[src/rtl/multicycle_control_unit.sv]
// Multi-cycle control unit for the RISC-V core.
// Sequences each instruction through FETCH, DECODE, EXEC, MEM and WB.
// Owns the instruction register and the XLEN-wide immediate generator.
// Drives handshaked instruction/data memory requests, a multi-cycle
// multiply and a sticky illegal-instruction trap.
module multicycle_control_unit #(
    parameter int XLEN    = 32,
    parameter int MUL_LAT = 3
) (
    input  logic            clk,
    input  logic            rst,
    input  logic [31:0]     imem_rdata,
    input  logic            imem_ready,
    input  logic            dmem_ready,
    input  logic            alu_zero,
    output logic            imem_req,
    output logic            dmem_req,
    output logic            dmem_we,
    output logic [4:0]      rs1,
    output logic [4:0]      rs2,
    output logic [4:0]      rd,
    output logic [XLEN-1:0] imm,
    output logic [3:0]      alu_op,
    output logic [1:0]      alu_src_a,
    output logic            alu_src_b,
    output logic            reg_write,
    output logic [1:0]      wb_sel,
    output logic            pc_we,
    output logic [1:0]      pc_src,
    output logic            illegal
);

    localparam int CNT_W = $clog2(MUL_LAT + 1);

    localparam logic [6:0] OP_REG    = 7'b0110011;
    localparam logic [6:0] OP_IMM    = 7'b0010011;
    localparam logic [6:0] OP_LOAD   = 7'b0000011;
    localparam logic [6:0] OP_STORE  = 7'b0100011;
    localparam logic [6:0] OP_BRANCH = 7'b1100011;
    localparam logic [6:0] OP_JAL    = 7'b1101111;
    localparam logic [6:0] OP_JALR   = 7'b1100111;
    localparam logic [6:0] OP_LUI    = 7'b0110111;
    localparam logic [6:0] OP_AUIPC  = 7'b0010111;

    localparam logic [3:0] ALU_ADD = 4'd0;
    localparam logic [3:0] ALU_SUB = 4'd1;
    localparam logic [3:0] ALU_MUL = 4'd2;
    localparam logic [3:0] ALU_AND = 4'd3;
    localparam logic [3:0] ALU_OR  = 4'd4;
    localparam logic [3:0] ALU_SLL = 4'd5;
    localparam logic [3:0] ALU_XOR = 4'd6;
    localparam logic [3:0] ALU_SRL = 4'd7;

    localparam logic [6:0] F7_BASE = 7'b0000000;
    localparam logic [6:0] F7_ALT  = 7'b0100000;
    localparam logic [6:0] F7_MUL  = 7'b0000001;

    typedef enum logic [2:0] {
        S_IDLE,
        S_FETCH,
        S_DECODE,
        S_EXEC,
        S_MEM,
        S_WB,
        S_TRAP
    } state_t;

    typedef enum logic [3:0] {
        C_ALU,
        C_MUL,
        C_LOAD,
        C_STORE,
        C_BRANCH,
        C_JAL,
        C_JALR,
        C_LUI,
        C_AUIPC,
        C_BAD
    } iclass_t;

    state_t                  state;
    state_t                  state_n;
    logic [31:0]             ir;
    logic signed [XLEN-1:0]  imm_q;
    logic [CNT_W-1:0]        mul_cnt;

    iclass_t                 iclass;
    logic [3:0]              dec_op;
    logic [1:0]              dec_src_a;
    logic                    dec_src_b;
    logic                    shift_ok;
    logic                    mul_last;
    logic                    br_taken;

    wire [6:0] opcode = ir[6:0];
    wire [2:0] funct3 = ir[14:12];
    wire [6:0] funct7 = ir[31:25];

    // Sign-extended 32-bit immediate for every format; R-type yields zero.
    function automatic logic signed [31:0] imm_of(input logic [31:0] i);
        logic signed [31:0] r;
        case (i[6:0])
            OP_IMM, OP_LOAD, OP_JALR: r = {{20{i[31]}}, i[31:20]};
            OP_STORE:                 r = {{20{i[31]}}, i[31:25], i[11:7]};
            OP_BRANCH:                r = {{19{i[31]}}, i[31], i[7], i[30:25], i[11:8], 1'b0};
            OP_LUI, OP_AUIPC:         r = {i[31:12], 12'b0};
            OP_JAL:                   r = {{11{i[31]}}, i[31], i[19:12], i[20], i[30:21], 1'b0};
            default:                  r = '0;
        endcase
        return r;
    endfunction

    // Shift-immediate legality: upper bits must be zero; RV64 frees bit 25 for shamt[5].
    assign shift_ok = (ir[31:26] == 6'd0) && ((XLEN == 64) || !ir[25]);
    assign mul_last = (mul_cnt == CNT_W'(MUL_LAT - 1));
    assign br_taken = funct3[0] ? !alu_zero : alu_zero;

    // Classify the instruction in IR and choose its ALU operation and operands.
    always_comb begin
        iclass    = C_BAD;
        dec_op    = ALU_ADD;
        dec_src_a = 2'd0;
        dec_src_b = 1'b0;
        case (opcode)
            OP_REG: begin
                case (funct3)
                    3'b000: begin
                        if (funct7 == F7_BASE) begin
                            iclass = C_ALU; dec_op = ALU_ADD;
                        end else if (funct7 == F7_ALT) begin
                            iclass = C_ALU; dec_op = ALU_SUB;
                        end else if (funct7 == F7_MUL) begin
                            iclass = C_MUL; dec_op = ALU_MUL;
                        end
                    end
                    3'b111: if (funct7 == F7_BASE) begin iclass = C_ALU; dec_op = ALU_AND; end
                    3'b110: if (funct7 == F7_BASE) begin iclass = C_ALU; dec_op = ALU_OR;  end
                    3'b100: if (funct7 == F7_BASE) begin iclass = C_ALU; dec_op = ALU_XOR; end
                    3'b001: if (funct7 == F7_BASE) begin iclass = C_ALU; dec_op = ALU_SLL; end
                    3'b101: if (funct7 == F7_BASE) begin iclass = C_ALU; dec_op = ALU_SRL; end
                    default: iclass = C_BAD;
                endcase
            end
            OP_IMM: begin
                dec_src_b = 1'b1;
                case (funct3)
                    3'b000: begin iclass = C_ALU; dec_op = ALU_ADD; end
                    3'b100: begin iclass = C_ALU; dec_op = ALU_XOR; end
                    3'b110: begin iclass = C_ALU; dec_op = ALU_OR;  end
                    3'b111: begin iclass = C_ALU; dec_op = ALU_AND; end
                    3'b001: if (shift_ok) begin iclass = C_ALU; dec_op = ALU_SLL; end
                    3'b101: if (shift_ok) begin iclass = C_ALU; dec_op = ALU_SRL; end
                    default: iclass = C_BAD;
                endcase
            end
            OP_LOAD: begin
                if (funct3 == 3'b010) iclass = C_LOAD;
                dec_src_b = 1'b1;
            end
            OP_STORE: begin
                if (funct3 == 3'b010) iclass = C_STORE;
                dec_src_b = 1'b1;
            end
            OP_BRANCH: begin
                if (funct3 == 3'b000 || funct3 == 3'b001) iclass = C_BRANCH;
                dec_op = ALU_SUB;
            end
            OP_JAL: begin
                iclass    = C_JAL;
                dec_src_a = 2'd1;
                dec_src_b = 1'b1;
            end
            OP_JALR: begin
                if (funct3 == 3'b000) iclass = C_JALR;
                dec_src_b = 1'b1;
            end
            OP_LUI: begin
                iclass    = C_LUI;
                dec_src_a = 2'd2;
                dec_src_b = 1'b1;
            end
            OP_AUIPC: begin
                iclass    = C_AUIPC;
                dec_src_a = 2'd1;
                dec_src_b = 1'b1;
            end
            default: iclass = C_BAD;
        endcase
    end

    // State register.
    always_ff @(posedge clk or posedge rst) begin
        if (rst) state <= S_IDLE;
        else     state <= state_n;
    end

    // Instruction register captures the fetched word only on the FETCH handshake.
    always_ff @(posedge clk or posedge rst) begin
        if (rst)                                   ir <= '0;
        else if (state == S_FETCH && imem_ready)   ir <= imem_rdata;
    end

    // Immediate is latched once in DECODE and held for the rest of the instruction.
    always_ff @(posedge clk or posedge rst) begin
        if (rst)                     imm_q <= '0;
        else if (state == S_DECODE)  imm_q <= XLEN'(imm_of(ir));
    end

    // Multiply latency counter runs only while a MUL sits in EXEC.
    always_ff @(posedge clk or posedge rst) begin
        if (rst)                                       mul_cnt <= '0;
        else if (state == S_EXEC && iclass == C_MUL)   mul_cnt <= mul_last ? '0 : mul_cnt + 1'b1;
        else                                           mul_cnt <= '0;
    end

    // Next-state and output decode from state and IR.
    always_comb begin
        state_n   = state;
        imem_req  = 1'b0;
        dmem_req  = 1'b0;
        dmem_we   = 1'b0;
        rs1       = '0;
        rs2       = '0;
        rd        = '0;
        imm       = '0;
        alu_op    = ALU_ADD;
        alu_src_a = 2'd0;
        alu_src_b = 1'b0;
        reg_write = 1'b0;
        wb_sel    = 2'd0;
        pc_we     = 1'b0;
        pc_src    = 2'd0;
        illegal   = 1'b0;

        // Register fields and immediate are blanked while idle or trapped.
        if (state != S_IDLE && state != S_TRAP) begin
            rs1 = ir[19:15];
            rs2 = ir[24:20];
            rd  = ir[11:7];
            imm = imm_q;
        end

        // ALU controls stay up through MEM and WB so address and result remain valid.
        if (state == S_EXEC || state == S_MEM || state == S_WB) begin
            alu_op    = dec_op;
            alu_src_a = dec_src_a;
            alu_src_b = dec_src_b;
        end

        case (state)
            S_IDLE: state_n = S_FETCH;
            S_FETCH: begin
                imem_req = 1'b1;
                if (imem_ready) state_n = S_DECODE;
            end
            S_DECODE: state_n = (iclass == C_BAD) ? S_TRAP : S_EXEC;
            S_EXEC: begin
                case (iclass)
                    C_LOAD, C_STORE: state_n = S_MEM;
                    C_BRANCH: begin
                        pc_we   = 1'b1;
                        pc_src  = br_taken ? 2'd1 : 2'd0;
                        state_n = S_FETCH;
                    end
                    C_MUL: if (mul_last) state_n = S_WB;
                    default: state_n = S_WB;
                endcase
            end
            S_MEM: begin
                dmem_req = 1'b1;
                dmem_we  = (iclass == C_STORE);
                if (dmem_ready) begin
                    if (iclass == C_STORE) begin
                        pc_we   = 1'b1;
                        state_n = S_FETCH;
                    end else begin
                        state_n = S_WB;
                    end
                end
            end
            S_WB: begin
                reg_write = (ir[11:7] != 5'd0);
                pc_we     = 1'b1;
                case (iclass)
                    C_LOAD:  wb_sel = 2'd1;
                    C_JAL:   begin wb_sel = 2'd2; pc_src = 2'd1; end
                    C_JALR:  begin wb_sel = 2'd2; pc_src = 2'd2; end
                    default: wb_sel = 2'd0;
                endcase
                state_n = S_FETCH;
            end
            S_TRAP: illegal = 1'b1;
            default: state_n = S_IDLE;
        endcase
    end

endmodule

[config.mk]
export PLATFORM = sky130hd
export DESIGN_NAME = multicycle_control_unit
export DESIGN_NICKNAME = d
export VERILOG_FILES = /design/src/rtl/multicycle_control_unit.sv
export SDC_FILE = /design/constraint.sdc
export NUM_CORES = 1
export LEC_CHECK = 0
export BUFFER_PORTS_ARGS = -buffer_cell sky130_fd_sc_hd__buf_2
export CAP_MARGIN = 20
export CELL_PAD_IN_SITES_DETAIL_PLACEMENT = 0
export CELL_PAD_IN_SITES_GLOBAL_PLACEMENT = 1
export CORE_ASPECT_RATIO = 2
export CORE_MARGIN = 3
export CORE_UTILIZATION = 40
export DETAILED_ROUTE_END_ITERATION = 8
export MAX_ROUTING_LAYER = met4
export PLACE_DENSITY_LB_ADDON = 0.1
export SYNTH_ARGS = -nofsm -noshare
export SYNTH_HDL_FRONTEND = slang
export SYNTH_SLANG_ARGS = --single-unit
export TNS_END_PERCENT = 5
[constraint.sdc]
create_clock -name clk -period 3.05 [get_ports clk]
set_input_delay 0.305 -clock clk [delete_from_list [all_inputs] [get_ports clk]]
set_output_delay 0.305 -clock clk [all_outputs]
set_load 0.03 [all_outputs]
Word level (Yosys, flattened, before mapping)
Cells that the tools add are included.
W data, S select, Z words.
Operators by class
  reductions and logical operators: 26
  mux-type cells: 60
  equal/unequal tests: 35
  $add $sub $neg: 1
  bitwise logic cells: 1
Operator list (number)
  $pmux W32 S5: 1
  $mux W4: 10
  $pmux W3 S6: 2
  $pmux W4 S9: 1
  $mux W3: 11
  $mux W32: 1
  $eq A7 B6 Y1 const B: 4
  $eq A3 B3 Y1 const B: 7
  $eq A7 B7 Y1 const B: 3
  $pmux W3 S3: 2
  $mux W2: 8
  $pmux W2 S2: 4
  $pmux W4 S2: 2
  $mux W5: 3
  $pmux W3 S5: 1
  $eq A7 B5 Y1 const B: 2
  $mux W1: 13
  $eq A4 B3 Y1 const B: 3
  $reduce_or A2 Y1: 6
  $eq A3 B2 Y1 const B: 3
  $eq A4 B2 Y1 const B: 2
  $eq A7 B1 Y1 const B: 1
  $eq A7 B2 Y1 const B: 1
  $logic_not A7 Y1: 1
  other kinds (21): 31
Word-level totals
  flip-flop bits (word level): 69
  bits of input ports: 37
  word-level logic and storage cells: 127

Logic depth before layout (Yosys ltp)
Gate-level depths: netlist of run 1.
  depth after elaboration: 10
  gate-level depth with buffers: 8
  mapped depth without buffers: 6

Worst setup path before layout of run 1
No wires, ideal clock.
  path type: register to output
  start point: register ir[3]
  end point: output pc_src[0]
  required time: 2745 ps
  arrival time: 2414 ps
  path buffers: 2
  setup slack: 331 ps
  cell stages (with the launch flop): 9
  cell sequence: dfrtp_1 nand4bb_1 buf_6 nand2b_4 or4b_1 buf_2 nand3_1 nand3_1 o21ai_0
On the way
  cells in the longest elaborated chain, start to end: 5
  elaborated cells between the ends (all ways): 16
RTL lines
  start, declared: line 83  | logic [31:0] ir;
  start signal, assigned: line 200  | else if (state == S_FETCH && imem_ready) ir <= imem_rdata;
  $eq A7 B5 Y1 (tied with other cells): line 124  | case (opcode)
  $pmux W4 S9 (*): line 124
  $eq A4 B3 Y1 (on tied branches): line 284, 258
  $pmux W2 S2 or $mux W1 (tied branches): line 284, 258
  $pmux W2 S2 (*): line 250  | case (state)
  end, declared: line 29  | output logic [1:0] pc_src,
Mark *: on every way between the ends. The rest lies on a longest branch, timed or not.

Worst setup path in the final report of run 1
Ends and elaborated chain as after synthesis.

==> impl_metrics.xml, run 1 <==
<?xml version="1.0" encoding="UTF-8"?>
<metrics>
  <group name="timing">
    <metric name="fmax" unit="GHz">0.3463</metric>
    <metric name="final_number_of_setup_violating_endpoints" unit="">0</metric>
    <metric name="transition_time_of_the_tightest_slew_check_pin" unit="ps">673.9</metric>
    <metric name="finClkSkew" unit="ps">6.950</metric>
    <metric name="setup-tns-final" unit="ps">0</metric>
    <metric name="final.period_utilization" unit="">0.9468</metric>
    <metric name="final-max-slew-violation-count" unit="">0</metric>
    <metric name="report.final.hold_viol_count" unit="">0</metric>
    <metric name="unrepaired_setup_endpoints_after_global_routing" unit="">false</metric>
    <metric name="final.min_clock_period" unit="ps">2888</metric>
    <metric name="maxSlewHeadroom" unit="">0.5507</metric>
    <metric name="hold_ws" unit="ps">46.53</metric>
  </group>
  <group name="placement">
    <metric name="numPortBuffers" unit="">99</metric>
    <metric name="dpl.hpwl" unit="um">8561</metric>
    <metric name="globalplace.congestion" unit="">0.8305</metric>
  </group>
  <group name="synthesis">
    <metric name="yosysUniqueCellTypes" unit="">56</metric>
    <metric name="ys_async_rst_share" unit="">1.000</metric>
    <metric name="syn-num-nets" unit="">469</metric>
    <metric name="synthSimpleGateAreaFrac" unit="">0.2620</metric>
    <metric name="synthesized_area_fraction_occupied_by_xor_and_xnor_cells" unit="">0.004452</metric>
    <metric name="synth_adder_area_share" unit="">0</metric>
    <metric name="ys_dominant_reg_cell" unit="">sky130_fd_sc_hd__dfrtp_1</metric>
    <metric name="synth_common_cells" unit="">sky130_fd_sc_hd__dfrtp_1, sky130_fd_sc_hd__nor2b_1, sky130_fd_sc_hd__o21ai_0</metric>
    <metric name="yosys_warnings" unit="">0</metric>
    <metric name="synth.largest_area_cell" unit="">sky130_fd_sc_hd__dfrtp_1</metric>
    <metric name="avgSynthCellArea" unit="um^2">9.109</metric>
    <metric name="yosysMostFrequentCell" unit="">sky130_fd_sc_hd__dfrtp_1</metric>
    <metric name="ys_seq_area_frac" unit="">0.4388</metric>
    <metric name="synth.top_cell.area_share" unit="">0.4388</metric>
    <metric name="synth_edf_count" unit="">0</metric>
    <metric name="synth_compound_gate_area_share" unit="">0.1634</metric>
    <metric name="combinational_family_with_the_most_area_after_synthesis" unit="">simple AND/OR/NAND/NOR gates</metric>
    <metric name="ys_top_cells_by_area" unit="">sky130_fd_sc_hd__dfrtp_1, sky130_fd_sc_hd__nor2b_1, sky130_fd_sc_hd__mux2_2, sky130_fd_sc_hd__o21ai_0, sky130_fd_sc_hd__a21oi_1</metric>
    <metric name="syn_inst" unit="">432</metric>
    <metric name="mappedNetlistArea" unit="um^2">3935</metric>
    <metric name="postSynthRegisterBits" unit="">69</metric>
    <metric name="synth_mux_area_frac" unit="">0.08235</metric>
  </group>
  <group name="run">
    <metric name="maxCapViolCount" unit="">0</metric>
  </group>
  <group name="floorplanning">
    <metric name="die_h" unit="um">146.3</metric>
    <metric name="initial_core_utilization" unit="">0.4166</metric>
    <metric name="num_rows" unit="">50</metric>
    <metric name="die_area" unit="um^2">11140</metric>
    <metric name="core-area" unit="um^2">9447</metric>
    <metric name="io_pins" unit="">101</metric>
    <metric name="floorplan.die.width" unit="um">76.14</metric>
  </group>
  <group name="worst_hold_path">
    <metric name="hold_path_class" unit="">in -&gt; async</metric>
  </group>
  <group name="layout">
    <metric name="finish.net_count" unit="">559</metric>
    <metric name="antenna-diode-count" unit="">0</metric>
    <metric name="syn2layout_area_growth" unit="%">24.55</metric>
    <metric name="share_of_post_route_cells_with_drive_strength_above_1" unit="">0.3251</metric>
  </group>
  <group name="global_route">
    <metric name="grt_remaining_overflow" unit="">0</metric>
    <metric name="groute.usage.overall" unit="">0.2195</metric>
    <metric name="first_global_vias" unit="">3598</metric>
    <metric name="grt_first_pass_wirelength" unit="um">18770</metric>
    <metric name="antenna_found_initial" unit="">0</metric>
    <metric name="grt_start_max_net_pins" unit="">48</metric>
  </group>
  <group name="drt">
    <metric name="drt_iter0_markers" unit="">208</metric>
    <metric name="detail_route.wirelength" unit="um">11420</metric>
    <metric name="drt_pre_antenna_iters" unit="">4</metric>
    <metric name="routed_wire_length_per_instance" unit="um">17.41</metric>
    <metric name="vias" unit="">3486</metric>
    <metric name="detail_route.drc_violations" unit="">0</metric>
    <metric name="ant_nets" unit="">0</metric>
    <metric name="drt-vias-per-instance" unit="">5.314</metric>
  </group>
  <group name="worst_setup_path">
    <metric name="critical_path.startpoint_type" unit="">flip-flop</metric>
    <metric name="arrival" unit="ps">2580</metric>
    <metric name="critPathKind" unit="">reg -&gt; out</metric>
    <metric name="element_type_at_the_critical_path_end" unit="">primary output</metric>
    <metric name="rrSetupSlack" unit="ps">530</metric>
    <metric name="worst-endpoint-required" unit="ps">2740</metric>
    <metric name="critPathMaxFanout" unit="">9</metric>
  </group>
  <group name="clocking">
    <metric name="tritoncts" unit="">yes</metric>
    <metric name="max-clock-path-buffers" unit="">2</metric>
    <metric name="clk_transition_reported_paths" unit="ps">60</metric>
    <metric name="hold_buffers" unit="">0</metric>
    <metric name="cts_setup_buffers" unit="">0</metric>
    <metric name="sink_count" unit="">69</metric>
    <metric name="clk_lat_worst_skew" unit="ps">330</metric>
    <metric name="htreeDepth" unit="">3</metric>
    <metric name="cts_root_buffer" unit="">sky130_fd_sc_hd__clkbuf_16</metric>
    <metric name="numCtsBuffers" unit="">9</metric>
    <metric name="post_cts_resize_count" unit="">0</metric>
  </group>
  <group name="pwr">
    <metric name="total_power_density_per_cell_area" unit="nW/um^2">998.0</metric>
    <metric name="vdd_ir_drop_max" unit="mV">0.5235</metric>
    <metric name="p_leak" unit="nW">2.277</metric>
  </group>
  <group name="run_status">
    <metric name="status" unit="">completed</metric>
  </group>
</metrics>
registers in the layout, summed over array words and instances, names as in the netlist:
name     count
imm_q       32
ir          32
mul_cnt      2
state        3
cells in the final DEF (no fill, tap or decap), drive strengths merged, types with 2 or more instances in the layout:
master and n:
and2 5, or2 3, a21oi 32, a32oi 5, nor3 13, or4b 2, or3 4, inv 9
bufinv 3, or4 2, nor2b 56, mux2 27, clkbuf 9, o21ai 42, o31ai 3, dfrtp 69
nand3b 3, a22oi 5, o211a 2, nor4 4, clkinv 3, and3 4, a22o 7, nand2b 6
mux2i 2, nand4 6, buf 114, nand3 4, nor3b 4, nor2 18, a31oi 2, nand2 39
and4b 2
critical path, cell delays in order (launching register included):
cell	delay [ps]
sky130_fd_sc_hd__dfrtp_1	450
sky130_fd_sc_hd__nand4bb_1	310
sky130_fd_sc_hd__nand2b_4	220
sky130_fd_sc_hd__or4b_1	570
sky130_fd_sc_hd__nand3_1	210
sky130_fd_sc_hd__nand3_1	120
sky130_fd_sc_hd__o21ai_0	150
sky130_fd_sc_hd__buf_2	220
routing by layer:
layer | up-vias | GRT usage | part of all wire
met5 | - | - | 0
met4 | 0 | 0.08893 | 0.026
met3 | 20 | 0.03457 | 0.036
met2 | 97 | 0.3981 | 0.56
met1 | 1671 | 0.2363 | 0.38
li1 | 1698 | - | -
layout make-up:
| class | instances | area [um^2] |
|---|---|---|
| Clock buffer | 9 | 225.2 |
| Clock inverter | 6 | 112.6 |
| Fill cell | 936 | 4546 |
| Inverter | 9 | 33.78 |
| Multi-Input combinational cell | 319 | 2031 |
| Sequential cell | 69 | 1728 |
| Tap cell | 130 | 162.7 |
| Timing Repair Buffer | 114 | 608.1 |
through the flow:
stage	area [um^2]	power (W)	instances	setup slack, ps	util
2_1_floorplan	3935	0.003095	432	330.6	-
3_3_place_gp	4562	0.003706	641	517.1	0.4829
3_5_place_dp	4562	0.003727	641	512.4	0.4829
4_1_cts	4900	0.004936	656	134.4	0.5187
5_1_grt	4901	0.005190	656	4.831	0.5188
6_report	4901	0.004891	656	162.2	0.5188
report_power, final:
group	total [W]	switching [W]	leakage (nW)	internal [W]
Sequential	0.00164	0.000431	0.889	0.00120
Combinational	0.00207	0.00128	1.22	0.000790
Clock	0.00119	0.000391	0.165	0.000795
Total	0.00489	0.00210	2.28	0.00279
path summary, 6_finish.rpt:
check,start,endpoint,depth (start not counted)
max,ir[3]$_DFFE_PP0P_,pc_src[0],7
min,rst,ir[27]$_DFFE_PP0P_,2
max reg2reg,ir[3]$_DFFE_PP0P_,state[1]$_DFFE_PP0P_,7
min reg2reg,mul_cnt[0]$_DFF_PP0_,mul_cnt[0]$_DFF_PP0_,1
max in group asynchronous,rst,ir[10]$_DFFE_PP0P_,3
min in group clk,imem_rdata[5],ir[5]$_DFFE_PP0P_,3
kinds of logic after synthesis:
family                 after synthesis
AND/OR/NAND/NOR                    181
AO/OA/AOI/OAI                      106
flip-flops                          69
buffers and inverters               44
multiplexers                        29
XOR/XNOR                             2
other                                1
Power figures use the tool's default switching activity.
==> run 2: changes to the inputs <==
CORE_ASPECT_RATIO = 0.6   (was 2)
clock period = 3.1 ns   (was 3.05 ns; I/O delays follow)
==> run 2 against run 1 <==
Net effect: core utilization hardly changed; first-iteration DRC count is 24% higher; count of clock-buffer cells in the layout is 3 higher; critical path depth is 1 lower; routed wire length is 1.6% lower; sequential share of layout area is 0.32 points higher; critical path type unchanged; critical endpoint is now alu_src_b.
==> impl_metrics.xml, run 2 (synthesis results as in run 1) <==
<?xml version="1.0" encoding="UTF-8"?>
<metrics>
  <group name="worst_setup_path">
    <metric name="critical_path.startpoint_type" unit="">flip-flop</metric>
    <metric name="arrival" unit="ps">2610</metric>
    <metric name="critical_path_buf_inv_count" unit="">1</metric>
    <metric name="list_of_cells_traversed_by_the_critical_path" unit="">and2b_2 -&gt; and3_1 -&gt; or2_2 -&gt; a21oi_1 -&gt; nor2_1 -&gt; buf_2</metric>
    <metric name="critPathMaxFanout" unit="">17</metric>
    <metric name="element_type_at_the_critical_path_end" unit="">primary output</metric>
    <metric name="worst_path_largest_cell_delay" unit="ps">650</metric>
    <metric name="worst-endpoint-required" unit="ps">2790</metric>
    <metric name="critPathTopFamily" unit="">simple AND/OR/NAND/NOR gates</metric>
    <metric name="critical_path.slowest_cell" unit="">sky130_fd_sc_hd__dfrtp_1</metric>
    <metric name="critPathKind" unit="">reg -&gt; out</metric>
  </group>
  <group name="timing">
    <metric name="final.min_clock_period" unit="ps">2919</metric>
    <metric name="unrepaired_setup_endpoints_after_global_routing" unit="">false</metric>
    <metric name="report.final.hold_viol_count" unit="">0</metric>
    <metric name="final-max-slew-violation-count" unit="">0</metric>
    <metric name="maxSlewHeadroom" unit="">0.5973</metric>
    <metric name="setup-tns-final" unit="ps">0</metric>
    <metric name="final_number_of_setup_violating_endpoints" unit="">0</metric>
    <metric name="finClkSkew" unit="ps">7.766</metric>
    <metric name="fmax" unit="GHz">0.3425</metric>
    <metric name="transition_time_of_the_tightest_slew_check_pin" unit="ps">604.1</metric>
    <metric name="final.period_utilization" unit="">0.9417</metric>
  </group>
  <group name="floorplanning">
    <metric name="floorplan.die.width" unit="um">134.0</metric>
    <metric name="die_area" unit="um^2">11100</metric>
    <metric name="io_pins" unit="">101</metric>
    <metric name="num_rows" unit="">27</metric>
    <metric name="initial_core_utilization" unit="">0.4205</metric>
    <metric name="die_h" unit="um">82.83</metric>
    <metric name="core-area" unit="um^2">9358</metric>
  </group>
  <group name="layout">
    <metric name="antenna-diode-count" unit="">0</metric>
    <metric name="finalCoreUtilization" unit="">0.5187</metric>
    <metric name="syn2layout_area_growth" unit="%">23.34</metric>
    <metric name="layout.cells.most_common" unit="">sky130_fd_sc_hd__buf_2</metric>
    <metric name="biggestRegsByFlops" unit="">imm_q x32, ir x32, state x3</metric>
    <metric name="final_cell_mix" unit="">sky130_fd_sc_hd__buf_2, sky130_fd_sc_hd__dfrtp_1, sky130_fd_sc_hd__nor2b_1</metric>
    <metric name="share_of_post_route_cells_with_drive_strength_above_1" unit="">0.3257</metric>
    <metric name="finish.net_count" unit="">557</metric>
  </group>
  <group name="drt">
    <metric name="drt_pre_antenna_iters" unit="">5</metric>
    <metric name="detail_route.wirelength" unit="um">11240</metric>
    <metric name="vias" unit="">3495</metric>
    <metric name="routed_wire_length_per_instance" unit="um">17.16</metric>
    <metric name="detail_route.drc_violations" unit="">0</metric>
    <metric name="drt-vias-per-instance" unit="">5.336</metric>
    <metric name="drt_iter0_markers" unit="">257</metric>
    <metric name="ant_nets" unit="">0</metric>
  </group>
  <group name="global_route">
    <metric name="groute.usage.overall" unit="">0.2093</metric>
    <metric name="grt_remaining_overflow" unit="">0</metric>
    <metric name="first_global_vias" unit="">3341</metric>
    <metric name="grt_start_max_net_pins" unit="">48</metric>
    <metric name="grt_first_pass_wirelength" unit="um">18020</metric>
    <metric name="antenna_found_initial" unit="">0</metric>
  </group>
  <group name="clocking">
    <metric name="tritoncts" unit="">yes</metric>
    <metric name="clk_lat_worst_skew" unit="ps">330</metric>
    <metric name="htreeDepth" unit="">3</metric>
    <metric name="sink_count" unit="">69</metric>
    <metric name="cts_root_buffer" unit="">sky130_fd_sc_hd__clkbuf_16</metric>
    <metric name="numCtsBuffers" unit="">9</metric>
    <metric name="hold_buffers" unit="">0</metric>
    <metric name="clk_transition_reported_paths" unit="ps">50</metric>
    <metric name="max-clock-path-buffers" unit="">2</metric>
  </group>
  <group name="worst_hold_path">
    <metric name="hold_path_class" unit="">in -&gt; async</metric>
  </group>
  <group name="pwr">
    <metric name="p_leak" unit="nW">2.241</metric>
    <metric name="vdd_ir_drop_max" unit="mV">0.4522</metric>
    <metric name="total_power_density_per_cell_area" unit="nW/um^2">952.0</metric>
  </group>
  <group name="run">
    <metric name="maxCapViolCount" unit="">0</metric>
  </group>
  <group name="placement">
    <metric name="dpl.hpwl" unit="um">8258</metric>
    <metric name="numPortBuffers" unit="">99</metric>
    <metric name="globalplace.congestion" unit="">0.8457</metric>
  </group>
  <group name="run_status">
    <metric name="status" unit="">completed</metric>
  </group>
</metrics>
## run 2: cell type report
type                    count  area, um^2
clock buffers              12       246.5
inverters                   9       33.78
clock inverters             4       23.77
well taps                 130       162.7
repair buffers            112       593.1
flip-flops and latches     69        1727
multi-input cells         319        2067
fillers                   926        4504
## run 2: metrics by stage
| stage | cell area (um^2) | cells | total power, W | setup slack (ps) | hold WS (ps) |
|---|---|---|---|---|---|
| CTS | 4823 | 655 | 0.004599 | 93.19 | 25.86 |
| detailed placement | 4547 | 639 | 0.003638 | 322.0 | 380.4 |
| floorplan | 3935 | 432 | 0.003045 | 375.6 | 416.9 |
| global route | 4853 | 655 | 0.004903 | 13.06 | 50.21 |
| finish | 4853 | 655 | 0.004621 | 180.6 | 26.19 |
| global placement | 4547 | 639 | 0.003640 | 422.6 | 380.9 |
## run 2: routing by layer
layer / track usage / vias to the layer above / wire length, um
li1: - / 1691 / -
met1: 0.3381 / 1666 / 6083
met2: 0.2579 / 124 / 4355
met3: 0.05145 / 14 / 684
met4: 0.04529 / 0 / 117
met5: - / - / 0
## run 2: worst reg2reg max path, stage by stage, from the launching register on
cell and delay (ps):
sky130_fd_sc_hd__dfrtp_1 450, sky130_fd_sc_hd__nand4bb_2 350, sky130_fd_sc_hd__buf_4 220, sky130_fd_sc_hd__nor3b_1 380
sky130_fd_sc_hd__o311ai_1 290, sky130_fd_sc_hd__and4b_1 280, sky130_fd_sc_hd__and3_1 190, sky130_fd_sc_hd__or3_1 310
## run 2: worst paths after layout
path	start	to	cells after the start	slack [ps]
min in group clk	imem_rdata[5]	ir[5]$_DFFE_PP0P_	3	190
max	ir[6]$_DFFE_PP0P_	alu_src_b	6	180
max reg2reg	ir[3]$_DFFE_PP0P_	state[1]$_DFFE_PP0P_	7	510
min	rst	ir[21]$_DFFE_PP0P_	3	30
max in group asynchronous	rst	ir[30]$_DFFE_PP0P_	3	2550
min reg2reg	mul_cnt[0]$_DFF_PP0_	mul_cnt[0]$_DFF_PP0_	1	450
## run 2: where the power goes
group          internal [W]  switching [W]  leakage, nW  total (W)
registers           0.00118       0.000423        0.890    0.00161
logic              0.000789        0.00129         1.21    0.00208
clock network      0.000561       0.000378        0.136   0.000939
total               0.00253        0.00209         2.24    0.00462
## run 2: what timing repair did
| action | CTS | global route |
|---|---|---|
| gates resized for setup | 1 | 4 |
| endpoints found under the setup margin | 1 | 6 |
| buffers inserted | 0 | 0 |
==> run 3: changes to the inputs <==
CORE_ASPECT_RATIO = 1.75   (was 0.6)
==> run 3 against run 2 <==
Net effect: via count rose by 1.2%; clock skew fell by 2.7 ps; cell count fell by 1.4%; largest cell class unchanged; routed wire length fell by 0.68%; largest power group unchanged; clock power fell by 7.9%; register-to-register slack got worse by 30 ps; setup slack improved by 48 ps; hold slack got worse by 16 ps; sequential share of layout area rose by 0.18 points; critical path depth rose by 1.
==> impl_metrics.xml, run 3 (synthesis results as in run 1) <==
<?xml version="1.0" encoding="UTF-8"?>
<metrics>
  <group name="run_status">
    <metric name="status" unit="">completed</metric>
  </group>
  <group name="worst_hold_path">
    <metric name="hold_path_class" unit="">in -&gt; async</metric>
  </group>
  <group name="clocking">
    <metric name="clk_lat_worst_skew" unit="ps">320</metric>
    <metric name="clk_transition_reported_paths" unit="ps">50</metric>
    <metric name="htreeDepth" unit="">3</metric>
    <metric name="sink_count" unit="">69</metric>
    <metric name="cts_root_buffer" unit="">sky130_fd_sc_hd__clkbuf_16</metric>
    <metric name="hold_buffers" unit="">0</metric>
    <metric name="cts_setup_buffers" unit="">0</metric>
    <metric name="max-clock-path-buffers" unit="">2</metric>
    <metric name="tritoncts" unit="">yes</metric>
    <metric name="numCtsBuffers" unit="">9</metric>
  </group>
  <group name="drt">
    <metric name="drt_iter0_markers" unit="">190</metric>
    <metric name="ant_nets" unit="">0</metric>
    <metric name="detail_route.wirelength" unit="um">11170</metric>
    <metric name="vias" unit="">3537</metric>
    <metric name="drt-vias-per-instance" unit="">5.475</metric>
    <metric name="detail_route.drc_violations" unit="">0</metric>
    <metric name="routed_wire_length_per_instance" unit="um">17.28</metric>
    <metric name="drt_pre_antenna_iters" unit="">4</metric>
  </group>
  <group name="floorplanning">
    <metric name="initial_core_utilization" unit="">0.4131</metric>
    <metric name="core-area" unit="um^2">9527</metric>
    <metric name="num_rows" unit="">47</metric>
    <metric name="io_pins" unit="">101</metric>
    <metric name="die_area" unit="um^2">11110</metric>
    <metric name="floorplan.die.width" unit="um">80.98</metric>
    <metric name="die_h" unit="um">137.2</metric>
  </group>
  <group name="timing">
    <metric name="transition_time_of_the_tightest_slew_check_pin" unit="ps">640.7</metric>
    <metric name="final-max-slew-violation-count" unit="">0</metric>
    <metric name="final.period_utilization" unit="">0.9262</metric>
    <metric name="maxSlewHeadroom" unit="">0.5728</metric>
    <metric name="final.min_clock_period" unit="ps">2871</metric>
    <metric name="report.final.hold_viol_count" unit="">0</metric>
    <metric name="fmax" unit="GHz">0.3483</metric>
    <metric name="unrepaired_setup_endpoints_after_global_routing" unit="">false</metric>
    <metric name="finClkSkew" unit="ps">5.095</metric>
    <metric name="hold_ws" unit="ps">10.57</metric>
    <metric name="final_number_of_setup_violating_endpoints" unit="">0</metric>
    <metric name="setup-tns-final" unit="ps">0</metric>
  </group>
  <group name="worst_setup_path">
    <metric name="element_type_at_the_critical_path_end" unit="">primary output</metric>
    <metric name="critical_path.slowest_cell" unit="">sky130_fd_sc_hd__or4b_1</metric>
    <metric name="critical_path_buf_inv_count" unit="">2</metric>
    <metric name="critPathTopFamily" unit="">simple AND/OR/NAND/NOR gates</metric>
    <metric name="timing.critical_path.from" unit="">ir[3]$_DFFE_PP0P_</metric>
    <metric name="critPathKind" unit="">reg -&gt; out</metric>
    <metric name="critical_path.startpoint_type" unit="">flip-flop</metric>
    <metric name="worstReg2RegStart" unit="">ir[4]$_DFFE_PP0P_</metric>
    <metric name="critPathMaxFanout" unit="">9</metric>
    <metric name="arrival" unit="ps">2560</metric>
    <metric name="list_of_cells_traversed_by_the_critical_path" unit="">nand4bb_2 -&gt; buf_4 -&gt; or4b_1 -&gt; o21ai_0 -&gt; nand4_1 -&gt; a21oi_1 -&gt; buf_2</metric>
    <metric name="worst-endpoint-required" unit="ps">2790</metric>
    <metric name="worst_path_largest_cell_delay" unit="ps">520</metric>
  </group>
  <group name="run">
    <metric name="maxCapViolCount" unit="">0</metric>
  </group>
  <group name="pwr">
    <metric name="p_leak" unit="nW">2.235</metric>
    <metric name="total_power_density_per_cell_area" unit="nW/um^2">944.6</metric>
    <metric name="vdd_ir_drop_max" unit="mV">0.6082</metric>
  </group>
  <group name="layout">
    <metric name="final_cell_mix" unit="">sky130_fd_sc_hd__buf_2, sky130_fd_sc_hd__dfrtp_1, sky130_fd_sc_hd__nor2b_1</metric>
    <metric name="finalNonFillerCells" unit="">646</metric>
    <metric name="layout.cells.most_common" unit="">sky130_fd_sc_hd__buf_2</metric>
    <metric name="share_of_post_route_cells_with_drive_strength_above_1" unit="">0.3244</metric>
    <metric name="syn2layout_area_growth" unit="%">22.70</metric>
    <metric name="antenna-diode-count" unit="">0</metric>
    <metric name="finalCoreUtilization" unit="">0.5068</metric>
    <metric name="biggestRegsByFlops" unit="">imm_q x32, ir x32, state x3</metric>
    <metric name="finish.net_count" unit="">558</metric>
  </group>
  <group name="placement">
    <metric name="dpl.hpwl" unit="um">8493</metric>
    <metric name="globalplace.congestion" unit="">0.8998</metric>
    <metric name="post-place-cells" unit="">632</metric>
    <metric name="numPortBuffers" unit="">99</metric>
  </group>
  <group name="global_route">
    <metric name="groute.usage.overall" unit="">0.2160</metric>
    <metric name="antenna_found_initial" unit="">0</metric>
    <metric name="grt_remaining_overflow" unit="">0</metric>
    <metric name="grt_start_max_net_pins" unit="">48</metric>
    <metric name="first_global_vias" unit="">3483</metric>
    <metric name="grt_first_pass_wirelength" unit="um">17730</metric>
  </group>
</metrics>
[run 3: changes by cell type in the layout (fill, tap and decap cells not counted), sizes merged]
cell	before	now
buf	112	113
clkbuf	12	11
clkinv	4	3
[run 3: cell type report]
cell class / count / area (um^2)
multi-input combinational: 319 / 2067
timing repair buffer: 113 / 600.6
clock inverter: 3 / 15.01
inverter: 9 / 33.78
tap: 122 / 152.6
clock buffer: 11 / 232.7
sequential: 69 / 1727
fill: 967 / 4698
[run 3: worst reg2reg max path: cells and delay by family (launching register included)]
family | cells | cell delay (ps)
flip-flops | 1 | 530
AND/OR/NAND/NOR | 3 | 1180
AO/OA/AOI/OAI | 2 | 760
[run 3: repair_timing]
item | in CTS | in global routing
setup endpoints to repair | 0 | 6
hold endpoints to repair | 0 | 0
resized for setup | 0 | 5
[run 3: report_power, final]
part / switching (W) / total (W) / internal [W]
Sequential: 0.000413 / 0.00160 / 0.00118
Clock: 0.000338 / 0.000865 / 0.000527
Combinational: 0.00130 / 0.00210 / 0.000803
Total: 0.00205 / 0.00456 / 0.00251
[run 3: stage by stage]
stage	instance area, um^2	setup slack, ps	power [W]
5_1_grt	4828	32.10	0.004856
6_report	4828	228.9	0.004561
3_5_place_dp	4544	430.4	0.003695
4_1_cts	4792	55.86	0.004580
2_1_floorplan	3935	375.6	0.003045
3_3_place_gp	4544	489.3	0.003668
[run 3: layer usage]
layer  track usage  wire (um)
met1        0.2431       4367
met2        0.3838       6194
met5             -          0
met4       0.07801        200
met3       0.03010        403
[run 3: worst paths after layout]
kind,end,slack (ps),cells past startpoint
max in group asynchronous,ir[28]$_DFFE_PP0P_,2310,3
min reg2reg,mul_cnt[0]$_DFF_PP0_,450,1
min in group clk,ir[5]$_DFFE_PP0P_,190,3
min,imm_q[17]$_DFFE_PP0N_,10,2
max reg2reg,imm_q[2]$_DFFE_PP0N_,480,5
max,wb_sel[1],230,7
